File: src/rtl/gps_doppler_sched.sv
// gps_doppler_sched: epoch-driven Doppler/code frequency ramp scheduler for gps_emulator.
// One shared adder walks the working array; results are published atomically in APPLY.
module gps_doppler_sched #(
    parameter int Nsat = 4,
    parameter int Nepw = 24
) (
    input  logic                   axi_aclk,
    input  logic                   axi_aresetn,
    input  logic                   enable,
    input  logic                   load,
    input  logic                   dv_in,
    input  logic [Nepw-1:0]        epoch_len,
    input  logic [Nsat-1:0][31:0]  dop_base,
    input  logic [Nsat-1:0][31:0]  dop_rate,
    input  logic [Nsat-1:0][31:0]  code_base,
    input  logic [Nsat-1:0][31:0]  code_rate,
    output logic [Nsat-1:0][31:0]  dop_freq,
    output logic [Nsat-1:0][31:0]  code_freq,
    output logic                   epoch_pulse,
    output logic [31:0]            epoch_count,
    output logic                   overrun,
    output logic                   busy
);
    localparam int Nent = 2 * Nsat;
    localparam int IW   = $clog2(Nent);

    typedef enum logic [2:0] {S_IDLE, S_LOAD, S_RUN, S_UPDATE, S_APPLY} state_t;

    state_t               r_state, w_next;
    logic [Nepw-1:0]      r_cnt;
    logic [Nepw-1:0]      w_last;
    logic                 w_term;
    logic [IW-1:0]        r_idx;
    logic [31:0]          r_work [Nent];
    logic [31:0]          w_base [Nent];
    logic [31:0]          w_rate [Nent];
    logic [31:0]          w_sum;
    logic [Nsat-1:0][31:0] r_dop, r_code;
    logic                 r_pulse, r_ovr;
    logic [31:0]          r_count;

    always_comb begin
        for (int i = 0; i < Nsat; i++) begin
            w_base[i]        = dop_base[i];
            w_base[Nsat + i] = code_base[i];
            w_rate[i]        = dop_rate[i];
            w_rate[Nsat + i] = code_rate[i];
        end
    end

    // epoch_len of 0 behaves as 1, so every dv_in is terminal
    assign w_last = (epoch_len == '0) ? '0 : epoch_len - Nepw'(1);
    assign w_term = dv_in && (r_cnt == w_last);
    assign w_sum  = r_work[r_idx] + w_rate[r_idx];

    always_comb begin
        w_next = r_state;
        case (r_state)
            S_IDLE:   w_next = load ? S_LOAD : (enable ? S_RUN : S_IDLE);
            S_LOAD:   w_next = enable ? S_RUN : S_IDLE;
            S_RUN:    w_next = !enable ? S_IDLE : (w_term ? S_UPDATE : S_RUN);
            S_UPDATE: w_next = (r_idx == IW'(Nent - 1)) ? S_APPLY : S_UPDATE;
            S_APPLY:  w_next = enable ? S_RUN : S_IDLE;
            default:  w_next = S_IDLE;
        endcase
    end

    always_ff @(posedge axi_aclk or negedge axi_aresetn) begin
        if (!axi_aresetn) begin
            r_state <= S_IDLE;
            r_cnt   <= '0;
            r_idx   <= '0;
            r_dop   <= '0;
            r_code  <= '0;
            r_pulse <= 1'b0;
            r_ovr   <= 1'b0;
            r_count <= '0;
            for (int i = 0; i < Nent; i++) r_work[i] <= '0;
        end else begin
            r_state <= w_next;
            r_pulse <= (r_state == S_APPLY);
            r_idx   <= (r_state == S_UPDATE) ? r_idx + 1'b1 : '0;
            if (r_state == S_IDLE || r_state == S_LOAD || (r_state == S_RUN && !enable))
                r_cnt <= '0;
            else if (dv_in)
                r_cnt <= w_term ? '0 : r_cnt + 1'b1;
            // a boundary arriving while busy is dropped, not queued
            if (w_term && (r_state == S_UPDATE || r_state == S_APPLY))
                r_ovr <= 1'b1;
            if (r_state == S_UPDATE)
                r_work[r_idx] <= w_sum;
            if (r_state == S_LOAD) begin
                for (int i = 0; i < Nent; i++) r_work[i] <= w_base[i];
                r_dop   <= dop_base;
                r_code  <= code_base;
                r_count <= '0;
                r_ovr   <= 1'b0;
            end
            if (r_state == S_APPLY) begin
                for (int i = 0; i < Nsat; i++) begin
                    r_dop[i]  <= r_work[i];
                    r_code[i] <= r_work[Nsat + i];
                end
                r_count <= r_count + 1'b1;
            end
        end
    end

    assign dop_freq    = r_dop;
    assign code_freq   = r_code;
    assign epoch_pulse = r_pulse;
    assign epoch_count = r_count;
    assign overrun     = r_ovr;
    assign busy        = (r_state == S_UPDATE) || (r_state == S_APPLY);
endmodule

File: config.mk
export PLATFORM = sky130hd
export DESIGN_NAME = gps_doppler_sched
export DESIGN_NICKNAME = d
export VERILOG_FILES = /design/src/rtl/gps_doppler_sched.sv
export SDC_FILE = /design/constraint.sdc
export NUM_CORES = 1
export LEC_CHECK = 0
export CAP_MARGIN = 25
export CORE_AREA = 10 10 319 321
export DETAILED_ROUTE_END_ITERATION = 8
export DIE_AREA = 0 0 329 331
export MAX_ROUTING_LAYER = met4
export PLACE_DENSITY = 0.66
export SETUP_SLACK_MARGIN = 0.5
export SLEW_MARGIN = 20
export SYNTH_ARGS = -nofsm -noshare
export SYNTH_HDL_FRONTEND = slang
export SYNTH_SLANG_ARGS = --single-unit
File: constraint.sdc
create_clock -name axi_aclk -period 5.45 [get_ports axi_aclk]
set_input_delay 0.8175 -clock axi_aclk [delete_from_list [all_inputs] [get_ports axi_aclk]]
set_output_delay 0.8175 -clock axi_aclk [all_outputs]
set_load 0.02 [all_outputs]
# [After elaboration in Yosys (flattened, before gate mapping)]
# Cells that the tools add are included.
[word_totals] ff_bits=576 input_bits=541 output_inout_bits=291 elab_cells=81
[classes] n_addsub=5 n_lt_le_gt_ge=2 eq_ne=6 muxes=30 bitwise_logic=1 reduce_logical=15
[op_table] operator="$mux 128" count=4
[op_table] operator="$mux 256" count=2
[op_table] operator="$bwmux 256" count=1
[op_table] operator="$mux 32" count=7
[op_table] operator="$bmux 32 s3" count=2
[op_table] operator="$demux 32 s3" count=1
[op_table] operator="$mux 24" count=4
[op_table] operator="$add 32x1->32 const B" count=1
[op_table] operator="$add 32x32->32" count=1
[op_table] operator="$add 24x1->24 const B" count=1
[op_table] operator="$eq 24x24->1" count=1
[op_table] operator="$logic_not 24->1" count=1
[op_table] operator="$sub 24x1->24 const B" count=1
[op_table] operator="$pmux 3 s4" count=1
[op_table] operator="$mux 3" count=3
[op_table] operator="$reduce_bool 2->1" count=4
[op_table] operator="$eq 3x2->1 const B" count=2
[op_table] operator="$eq 3x3->1 const B" count=2
[op_table] operator="$ge 4x4->1 const B" count=1
[op_table] operator="$logic_and 1x1->1" count=4
[op_table] operator="$lt 4x1->1 const B" count=1
[op_table] operator="$mux 2" count=2
[op_table] operator="$not 3->4" count=1
[op_table] operator="$add 3x1->3 const B" count=1
[op_table] operator="other kinds (6)" count=10

# [Logic depth before layout (Yosys ltp)]
[logic_depth] word_depth=8 ltp_mapped=18 depth_no_buf=15

# [Worst setup path before layout]
# OpenSTA, ideal clock, no wires.
[synth_path] kind="register to register" from="register r_idx[2]" to="register r_work[126] (netlist bit)" setup_ns=0.148 arrival_ns=4.462 t_required_ns=5.302 slack_ns=0.840 path_stages_with_launch=19 path_buffers=4 period_less_slack_ns=4.610 path_cell_list="dfrtp_1 > clkbuf_1 > and3b_1 > clkbuf_1 > clkbuf_1 > clkbuf_1 > a22oi_1 > nand4_1 > ha_1 > fa_1 > a211oi_1 > o21ai_0 > nand4_1 > a21oi_1 > o31ai_1 > o21ai_0 > a221o_1 > a211oi_1 > o21ai_0"
[synth_via] elab_chain_cells=8 elab_cells_between_ends=16 cone_classes="add/sub (1); order compare (2); mux (11); bitwise (1); reduce/logical (1)"
[synth_lines] item="start, declared" line="33" text="logic [IW-1:0] r_idx;"
[synth_lines] item="start signal, assigned" line="82" text="r_idx <= (r_state == S_UPDATE) ? r_idx + 1'b1 : '0;"
[synth_lines] item="$not 3->4 (not written as such) *" line="54, 91"
[synth_lines] item="$bmux 32 s3 (tied with other cells)" line="54" text="assign w_sum = r_work[r_idx] + w_rate[r_idx];"
[synth_lines] item="$mux 32 (not written as such) / $logic_and 1x1->1 (equally long branches)" line="54, 91"
[synth_lines] item="$mux 32, on equally long branches" line="54, 91"
[synth_lines] item="$add 32x32->32 / $demux 32 s3 (equally long branches)" line="54, 91"
[synth_lines] item="$bwmux 256 *" line="91" text="r_work[r_idx] <= w_sum;"
[synth_lines] item="$mux 256 *" line="90" text="if (r_state == S_UPDATE)"
[synth_lines] item="$mux 256 *" line="92" text="if (r_state == S_LOAD) begin"
[synth_lines] item="end signal, assigned by index" line="91"
[synth_lines] item="end, declared" line="34" text="logic [31:0] r_work [Nent];"
# Every way passes the cells marked *; elsewhere a longest branch is shown, timed or not. The select of a mux whose other input is x is not followed.
# A chain may end at the register's enable or synchronous reset.

# [Worst setup path in the final report]
[layout_path] from="register r_idx[1]" to="register r_work[156] (netlist bit)"
# The elaborated chain is that of the path after synthesis.

==> metrics.md <==
| Metric | Value |
|---|---|
| Via/cell ratio | 6.17 |
| Sequential share of the synthesized area | 0.461 |
| RSZ-0062 raised after global routing | false |
| Critical path arrival | 5.38 ns |
| Flop pwr share | 0.269 |
| Critical R2R Launch | r_idx[1] |
| Period minus WS final | 4.89 ns |
| Worst hold path class | in2async |
| Ports | 832 |
| Dpl cells | 5483 |
| FILL cells | 9272 |
| Max IR drop VDD | 506 uV |
| MaxCap Viol Count | 0 |
| Place WS | -0.120 ns |
| Chip width | 329 um |
| Final Setup Violations | 0 |
| Router iterations before antenna repair | 8 |
| Via count | 35200 |
| Slowest-stage cell, CP | dfrtp_2 |
| Vias in the first global route | 33800 |
| Cell Pwr Density | 718 mW/mm2 |
| Initial antenna violation count | 113 |
| Synth top area share | 0.461 |
| DR WL/cell | 33.8 um |
| Fin area | 0.0440 mm2 |
| Syn_nets | 4166 |
| DRT iter0 DRCs | 4959 |
| Clock transition at path regs | 0.06 ns |
| Core box area | 0.0957 mm2 |
| Clock H-tree levels | 3 |
| Clk pwr share | 0.169 |
| Post-Route WL | 193000 um |
| Startpoint Class | register |
| First-pass GRT wire length | 263000 um |
| Routability cong. | between 1 and 1.5 |
| Post-synthesis sequential element count | ~580 |
| Area Growth Syn to Fin | 40.6% |
| Clock skew | 0.0403 ns |
| Outcome | finished clean |
| Crit Reg-Reg Endpoint | r_work[156] |
| Post-synth EDFFs | 0 |
| Setup WS post-layout | roughly 0.56 ns |
| Sw Ratio | 0.500 |
| Remaining global-route overflow | 0 |
| Sw power | around 16000 uW |
| Max stage delay on crit path | 0.59 ns |
| Fmax | 205 MHz |
| Comb pwr share | 0.562 |
| Cells on worst reg2reg path | 15 |
| Worst Tran Pin Value | 1.34 ns |
| Clk sinks | 576 |
| Cell Area, Placed | 0.0411 mm2 |
| Crit-path cells | and3b_4, buf_4, a22oi_1, nand4_1, ha_1, o21ai_0, o21ai_0, nand4_1, a21oi_1, o31ai_2, o21ai_0, buf_4, nor4_1, a211oi_2, o21ai_0 |
| Synthesized area per cell | 8.72 um2 |
| Largest net degree at the start of global routing | 187 |
| Pleak | 0.0181 uW |
| Max clock buf depth | 3 |
| Fraction of layout cells with a size suffix above 1 | 0.0603 |
| R2R Setup Slk | between 0.5 and 0.6 ns |
| Final hold vios | 0 |
| Asr flop ratio synth | 1.00 |
| Worst-Skew Late Latency | 0.65 ns |
| Yosys top cell by area | dfrtp_1 |
| Routed Antenna Nets | 0 |
| DP HPWL | 146000 um |
| Die height | 331 um |
| Worst endpoint required time | just under 6 ns |
| P_int | around 16000 uW |
| CTS Hold Bufs | 0 |
| CTS Buf Count | 70 |
| Prevailing post-synth register cell | dfrtp_1 |
| Synth Cell Area | between 0.03 and 0.04 mm2 |
| Die Area | 0.109 mm2 |
| CTS tree | done |
| Synthesized instance count | ~3600 |
| Post-route clock period utilization | 0.897 |
| Nets | 4863 |
| Final Hold Slack | 0.199 ns |
| Residual DRC | 0 |
| IO buf count | 831 |
| Finished Layout Cells | 5709 |
| Tot GR Track Use | 0.345 |
| Slew headroom | 0.109 |
| Initial core utilization | 0.327 |
| Row Count | 114 |
| Crit path max fanout | 24 |
| WS Path Type | reg2reg |
| Ys Warns | 0 |
| Fin. max-slew vios | 0 |
| Most used cell, CP | o21ai_0 |
| Setup crit end kind | register |
| CTS root buf | clkbuf_16 |
| Synth top area cells | dfrtp_1, a22oi_1, nand2_1 |
| Synth cell types | 70 |
metrics by stage:
step                      total power (uW)  utilization  setup TNS [ns]
after detailed placement             25800        0.429          -0.608
after floorplan                      17200            -               0
after CTS                            31200        0.456               0
after global placement               25600        0.429          -0.114
final                                31600        0.460               0
after global routing                 32900        0.460               0
metal layers:
metal,up-vias,routed length (um),global-route usage
li1,15000,-,-
met1,17400,69700,0.384
met2,2275,89900,0.546
met3,493,20400,0.112
met4,0,12900,0.192
met5,-,0,-
critical path: cells and delay by family, from the launching register on:
family | cells | cell delay (ns)
AOI/OAI and AO/OA | 8 | 2.28
and+or+nand+nor | 4 | 0.93
buffers and inverters | 2 | 0.49
DFF | 1 | 0.59
adders and majority gates | 1 | 0.40
power groups by stage:
| stage | combinational (uW) | clock (uW) | sequential [uW] |
|---|---|---|---|
| 2_1_floorplan | 8490 | 0 | 8690 |
| 3_3_place_gp | 17300 | 0 | 8340 |
| 3_5_place_dp | 17400 | 0 | 8380 |
| 4_1_cts | 17400 | 5370 | 8350 |
| 5_1_grt | 18800 | 5540 | 8610 |
| 6_report | 17700 | 5340 | 8510 |
cells by family after synthesis:
family,share of synthesized area
buffers and inverters,0.0395
DFF,0.461
xor gates and xnor gates,0.0151
AOI/OAI and AO/OA,0.285
adders and majority gates,0.0150
muxes,0.00736
and+or+nand+nor,0.177
cell usage in the layout (no fill, tap or decap), types with 34 or more instances in the layout:
master / Yosys / routed
a32o_1: 40 / 40
a31oi_1: 136 / 136
clkbuf_16: 0 / 72
buf_4: 1 / 79
nor2_1: 73 / 69
diode_2: 0 / 91
a22oi_1: 498 / 496
dfrtp_1: 576 / 572
o21ai_0: 159 / 159
nand4_1: 90 / 90
clkdlybuf4s50_1: 0 / 830
a21oi_1: 161 / 160
ha_1: 36 / 36
o22ai_1: 188 / 188
xor2_1: 34 / 34
nand2_1: 869 / 868
nand3_1: 47 / 46
Yosys cell counts (20+ instances only):
cell	count
nand2_1	869
dfrtp_1	576
a22oi_1	498
clkbuf_1	274
o22ai_1	188
a21oi_1	161
o21ai_0	159
a31oi_1	136
nand4_1	90
nor2_1	73
nand3_1	47
a32o_1	40
ha_1	36
xor2_1	34
and3_1	33
buf_1	28
a221o_1	25
mux2i_1	23
a21o_1	21
and2_1	20
nor3_1	20
xnor2_1	20
how the worst max path moves through the flow:
stage,from,endpoint,slack [ns],depth (start not counted)
detailed placement,dop_rate[64],r_work[156],-0.12,14
global route,r_idx[1],r_work[152],0.50,14
global placement,dop_rate[64],r_work[60],-0.03,14
floorplan,r_idx[2],r_work[126],0.84,18
finish,r_idx[1],r_work[156],0.56,15
CTS,r_idx[2],r_work[254],0.50,15
timing repair:
| item | CTS | global route |
|---|---|---|
| resized for setup | 3 | 9 |
| setup buffers | 2 | 1 |
| cloned | 0 | 2 |
| pin swaps | 4 | 3 |
| endpoints found under the setup margin | 32 | 75 |
sequential cells by signal (all words and copies together) (netlist names):
name,flops
r_state,3
dop_freq,128
epoch_pulse,1
r_work,256
code_freq,128
r_cnt,24
r_idx,3
overrun,1
epoch_count,32
area by class of cell:
cell class                 count  area [um2]  share of cell area
multi-input combinational   2690       15800               0.359
sequential                   576       14400               0.328
timing repair buffer         929        9300               0.211
clock buffer                  97        2020              0.0458
tap                         1276        1600              0.0363
clock inverter                32         572              0.0130
antenna                       91         228             0.00518
inverter                      18        75.1             0.00171
Power figures use the tool's default switching activity.
